## config.mk

```make
export PLATFORM = sky130hd
export DESIGN_NAME = mul_share_arbiter
export DESIGN_NICKNAME = d
export VERILOG_FILES = /design/src/rtl/mul_share_pkg.sv /design/src/rtl/mul_share_arbiter_rr_pick.sv /design/src/rtl/mul_share_arbiter.sv
export SDC_FILE = /design/constraint.sdc
export NUM_CORES = 1
export LEC_CHECK = 0
export CAP_MARGIN = 20
export CORE_ASPECT_RATIO = 0.5
export CORE_UTILIZATION = 45
export CTS_CLUSTER_DIAMETER = 30
export DETAILED_ROUTE_END_ITERATION = 8
export GPL_TIMING_DRIVEN = 0
export PLACE_DENSITY = 0.79
export SYNTH_ARGS = -nofsm -noshare
export SYNTH_HDL_FRONTEND = slang
export SYNTH_SLANG_ARGS = --single-unit
export TNS_END_PERCENT = 30
```

## constraint.sdc

```tcl
create_clock -name clk -period 3.3 [get_ports clk]
set_input_delay 0.66 -clock clk [delete_from_list [all_inputs] [get_ports clk]]
set_output_delay 0.66 -clock clk [all_outputs]
set_load 0.1 [all_outputs]
```

## src/rtl/mul_share_pkg.sv

```systemverilog
// Shared definitions for the multiplier-sharing arbiter: FSM state encoding
// and default widths.
package mul_share_pkg;

    localparam int N_REQ_DEF   = 4;
    localparam int W_DEF       = 4;
    localparam int TIMEOUT_DEF = 63;

    typedef enum logic [2:0] {
        IDLE    = 3'd0,
        ISSUE   = 3'd1,
        WAIT_LO = 3'd2,
        WAIT_HI = 3'd3,
        DELIVER = 3'd4
    } state_t;

endpackage

```

## src/rtl/mul_share_arbiter_rr_pick.sv

```systemverilog
// Combinational round-robin picker: first set request after rr_ptr, wrapping
// modulo N_REQ, so the previous winner ends up with the lowest priority.
module rr_pick #(
    parameter int N_REQ = 4,
    parameter int IW    = 2
) (
    input  logic [N_REQ-1:0] req,
    input  logic [IW-1:0]    rr_ptr,
    output logic [N_REQ-1:0] gnt_oh,
    output logic [IW-1:0]    idx,
    output logic             any
);

    always_comb begin
        int j;
        gnt_oh = '0;
        idx    = '0;
        any    = |req;
        j      = 0;
        // Scan farthest offset first so the nearest set bit overwrites it.
        for (int k = N_REQ; k >= 1; k--) begin
            j = int'(rr_ptr) + k;
            if (j >= N_REQ) j = j - N_REQ;
            if (req[j]) begin
                gnt_oh    = '0;
                gnt_oh[j] = 1'b1;
                idx       = IW'(j);
            end
        end
    end

endmodule

```

## src/rtl/mul_share_arbiter.sv

```systemverilog
// Round-robin sharing of one sequential multiplier core among N_REQ clients,
// with start/ready handshake tracking and a sticky watchdog error flag.
module mul_share_arbiter
    import mul_share_pkg::*;
#(
    parameter int N_REQ   = N_REQ_DEF,
    parameter int W       = W_DEF,
    parameter int TIMEOUT = TIMEOUT_DEF
) (
    input  logic               clk,
    input  logic               rst,
    input  logic [N_REQ-1:0]   req,
    input  logic [N_REQ*W-1:0] op_a,
    input  logic [N_REQ*W-1:0] op_b,
    output logic [N_REQ-1:0]   gnt,
    output logic [N_REQ-1:0]   done,
    output logic [2*W-1:0]     result,
    output logic               mul_start,
    output logic [W-1:0]       mul_in_1,
    output logic [W-1:0]       mul_in_2,
    input  logic [2*W-1:0]     mul_out,
    input  logic               mul_ready,
    output logic               busy,
    output logic               err
);

    localparam int IW = (N_REQ > 1) ? $clog2(N_REQ) : 1;
    localparam int CW = $clog2(TIMEOUT + 1);

    state_t           state, state_nxt;
    logic [IW-1:0]    rr_ptr, rr_ptr_nxt;
    logic [CW-1:0]    wdog, wdog_nxt;
    logic [N_REQ-1:0] gnt_nxt;
    logic [W-1:0]     in_1_nxt, in_2_nxt;
    logic [2*W-1:0]   result_nxt;
    logic             err_nxt;

    logic [N_REQ-1:0] pick_oh;
    logic [IW-1:0]    pick_idx;
    logic             pick_any;

    rr_pick #(.N_REQ(N_REQ), .IW(IW)) u_rr_pick (
        .req    (req),
        .rr_ptr (rr_ptr),
        .gnt_oh (pick_oh),
        .idx    (pick_idx),
        .any    (pick_any)
    );

    always_ff @(posedge clk or negedge rst) begin
        if (!rst) begin
            state    <= IDLE;
            rr_ptr   <= IW'(N_REQ - 1);
            wdog     <= '0;
            gnt      <= '0;
            mul_in_1 <= '0;
            mul_in_2 <= '0;
            result   <= '0;
            err      <= 1'b0;
        end else begin
            state    <= state_nxt;
            rr_ptr   <= rr_ptr_nxt;
            wdog     <= wdog_nxt;
            gnt      <= gnt_nxt;
            mul_in_1 <= in_1_nxt;
            mul_in_2 <= in_2_nxt;
            result   <= result_nxt;
            err      <= err_nxt;
        end
    end

    always_comb begin
        state_nxt  = state;
        rr_ptr_nxt = rr_ptr;
        wdog_nxt   = wdog;
        gnt_nxt    = gnt;
        in_1_nxt   = mul_in_1;
        in_2_nxt   = mul_in_2;
        result_nxt = result;
        err_nxt    = err;
        mul_start  = 1'b0;
        done       = '0;

        case (state)
            IDLE: begin
                gnt_nxt = '0;
                // Only capture when the core is idle; operands are frozen here.
                if (pick_any && mul_ready) begin
                    state_nxt  = ISSUE;
                    gnt_nxt    = pick_oh;
                    rr_ptr_nxt = pick_idx;
                    in_1_nxt   = op_a[int'(pick_idx)*W +: W];
                    in_2_nxt   = op_b[int'(pick_idx)*W +: W];
                end
            end
            ISSUE: begin
                mul_start = 1'b1;
                wdog_nxt  = '0;
                state_nxt = WAIT_LO;
            end
            WAIT_LO: begin
                if (!mul_ready) begin
                    wdog_nxt  = '0;
                    state_nxt = WAIT_HI;
                end else if (wdog == CW'(TIMEOUT)) begin
                    err_nxt    = 1'b1;
                    result_nxt = '0;
                    state_nxt  = DELIVER;
                end else begin
                    wdog_nxt = wdog + 1'b1;
                end
            end
            WAIT_HI: begin
                if (mul_ready) begin
                    result_nxt = mul_out;
                    state_nxt  = DELIVER;
                end else if (wdog == CW'(TIMEOUT)) begin
                    err_nxt    = 1'b1;
                    result_nxt = '0;
                    state_nxt  = DELIVER;
                end else begin
                    wdog_nxt = wdog + 1'b1;
                end
            end
            DELIVER: begin
                done      = gnt;
                gnt_nxt   = '0;
                state_nxt = IDLE;
            end
            default: begin
                gnt_nxt   = '0;
                state_nxt = IDLE;
            end
        endcase
    end

    assign busy = (state != IDLE);

endmodule

```

==> impl_metrics.ini <==
[critical_path]
cp.required_ns = 3.47
critPathTopFamily = compound AO/OA/AOI/OAI gates
ff2ff_setup_slack_ns = 0.19
crit_buf_inv = 5
path_max_fanout = 10
crit_cells = 11
r2r_start = rr_ptr[0]$_DFFE_PN1P_
cp-end-kind = flip-flop
start_kind = flip-flop
r2r_cells = 11
slowest_delay_ns = 0.60
worst-setup-path-type = flip-flop to flip-flop
cp_cell_sequence = buf_6, buf_4, inv_1, ha_1, buf_4, inv_1, o311ai_2, a31o_4, nand2_8, mux2_4, a221o_1
critPathLaunch = rr_ptr[0]$_DFFE_PN1P_
cp-endpoint = mul_in_2[3]$_DFFE_PN0P_
arrival_ns = 3.29
slowest_stage = dfstp_2
r2r-end = mul_in_2[3]$_DFFE_PN0P_

[worst_hold_path]
worstHoldPathType = input pin to async pin

[floorplanning]
core_area_mm2 = 0.00462
die_width_um = 103
io_pins = 74
initial_core_util = 0.493
fp-row-count = 17
die_height_um = 52.3
die-area_mm2 = 0.00537

[run_status]
status = completed

[clock_tree]
cts_max_level = 2
cts_tree = done
cts_sinks = 32
cts_buffer_depth = 2
ctsHoldBuffers = 0
cts-root-buf = clkbuf_8
clk_latency_ns = 0.29
cts_inserted_buffers = 5
clk_pin_slew_worst_paths_ns = 0.07

[yosys]
synthMuxAreaShare = 0.0956
synth_xor_area_frac = 0.0115
syn_nets = 295
ys_types = 52
seq_area_frac_synth = 0.353
synth_fa_ha_area_frac = 0.0538
yosys.area_share.simple = 0.161
yosys_warnings = 0
synth_compound_area_frac = 0.266
synthCells = 239
ys_ff_latch = 32
synth_area_per_cell_um2 = 9.53
synth_top_family_by_area = compound AO/OA/AOI/OAI gates
syn_area_mm2 = 0.00228

[layout]
diodes = 0
area_delta_synth_final_pct = 41.3
multi_input_area_mm2 = 0.00135
nets = 375
regArea_um2 = 803
finish.utilization = 0.697
drive_gt1_frac = 0.131
n_fill_cell = 381
instances_no_fill = 386

[detailed_routing]
viasPerCell = 5.67
drc = 0
ant_nets = 0
wl_per_cell_um = 16.0
drtPass1Iterations = 4
drt_iter0_markers = 101
vias = 2188
wirelength_um = 6170

[sta]
maxSlewHeadroom = 0.332
fin_crit_ns = 3.11
clock-skew-final_ns = 0.00249
min_period_over_period = 0.944
finalSetupViolCount = 0
finalWorstSetupSlack_ns = 0.185
fin_tns_setup_ns = 0
tightest_slew_ns = 0.998
finalHoldViolations = 0
max_freq_mhz = 321
slew_viol_final = 0

[pwr]
p_leak_nw = 1.49
power.density_mw_per_mm2 = 1090
max-vdd-ir-drop_mv = 0.507
power_mw = 3.51

[run]
drv_cap = 0

[global_route]
grt_first_pass_wirelength_um = 9780
grt_pass1_vias = 1996
grt_antenna_before_repair = 0
grt.overflow.total = 0
track_usage = 0.242
grt_max_degree = 33

[placement]
place.gp.congestion = 0.860
placed_cells = 378
port_buffers = 73
post-place-ws_ns = -0.0284
dp_hpwl_um = 4730
cell usage after synthesis (all sizes together):
cell	n	area (µm²)
mux2i	6	60.1
nor3b	2	15.0
and3b	2	17.5
o221a	2	22.5
mux2	8	109
dfrtp	30	751
ha	9	113
a32oi	2	17.5
and2	2	12.5
or3	2	12.5
a311oi	2	17.5
a21o	7	52.6
a31oi	2	12.5
a221oi	3	32.5
dfstp	2	52.6
nor4	2	12.5
xor2	2	17.5
o221ai	1	8.76
a31o	1	17.5
nor2b	5	31.3
inv	10	37.5
nand2	13	65.1
xnor2	1	8.76
buf	12	77.6
a22o	8	70.1
and3	9	56.3
nor3	3	20.0
nand3	8	40.0
a21oi	23	126
o31ai	1	7.51
o21ai	16	80.1
nand3b	2	15.0
a222oi	4	40.0
nor2	15	56.3
clkbuf	5	18.8
o21bai	1	7.51
mux4	2	48.8
a211oi	5	37.5
nand2b	2	12.5
o311ai	1	8.76
maj3	1	10.0
a221o	4	40.0
o21a	1	7.51
how the worst min path moves through the flow:
stage,endpoint,slack (ns),startpoint,cells past startpoint
after global routing,gnt[2]$_DFFE_PN0N_,0.48,rst,1
after global placement,err$_DFFE_PN0P_,0.44,err$_DFFE_PN0P_,1
after detailed placement,err$_DFFE_PN0P_,0.45,err$_DFFE_PN0P_,1
after CTS,state[0]$_DFFE_PN0P_,0.44,rst,1
final,gnt[2]$_DFFE_PN0N_,0.43,rst,1
after floorplan,err$_DFFE_PN0P_,0.36,rst,0
power by group:
group,switching [mW],internal [mW]
clock network,0.148,0.223
logic,1.65,0.819
registers,0.123,0.552
total,1.92,1.59
logic make-up after synthesis:
family,count (synthesis)
compound gates,84
simple gates,67
flops,32
buf+inv,27
mux,16
fa+ha+maj,10
xor+xnor,3
metal layers:
metal / vias to the layer above / part of all wire / track usage / wire length, µm
met5: - / 0 / 0 / 0
met4: 0 / 0.019 / 0.0643 / 115
met3: 12 / 0.031 / 0.0413 / 193
met2: 45 / 0.49 / 0.409 / 3020
met1: 1073 / 0.46 / 0.322 / 2850
li1: 1058 / - / - / -
state kept, by name, indices dropped and copies added, names as in the netlist:
name	cells
state	3
mul_in_1	4
mul_in_2	4
wdog	6
result	8
rr_ptr	2
gnt	4
err	1
repair_timing:
action	in CTS	in global routing
resized for setup	0	5
setup buffers	0	1
pin swaps	0	1
setup endpoints to repair	4	8
cell type report:
class | count | share of cell area
repair buffers | 74 | 0.231
inverters | 10 | 0.0117
well taps | 66 | 0.0257
plain buffers | 16 | 0.0288
flip-flops and latches | 32 | 0.250
clock inverters | 3 | 0.0132
clock buffers | 5 | 0.0214
multi-input cells | 180 | 0.419
metrics by stage:
| step | hold WS (ns) | cell area [µm²] |
|---|---|---|
| floorplan | 0.364 | 2280 |
| CTS | 0.444 | 3190 |
| global placement | 0.442 | 3090 |
| global route | 0.476 | 3220 |
| finish | 0.428 | 3220 |
| detailed placement | 0.451 | 3090 |
cells in the final DEF, fill, tap and decap left out, drive strengths merged, types with 3 or more instances in the layout:
cell / count
a211oi: 5
a22o: 8
a221o: 4
a21o: 7
clkbuf: 9
mux2: 8
a222oi: 4
o21ai: 16
clkdlybuf4s50: 68
dfrtp: 30
and3: 9
ha: 9
nor2b: 5
nor2: 15
a21oi: 23
nand2: 13
nor3: 3
mux2i: 6
buf: 14
inv: 10
a221oi: 3
nand3: 8
dlymetal6s2s: 4
(Power assumes the default switching activity.)
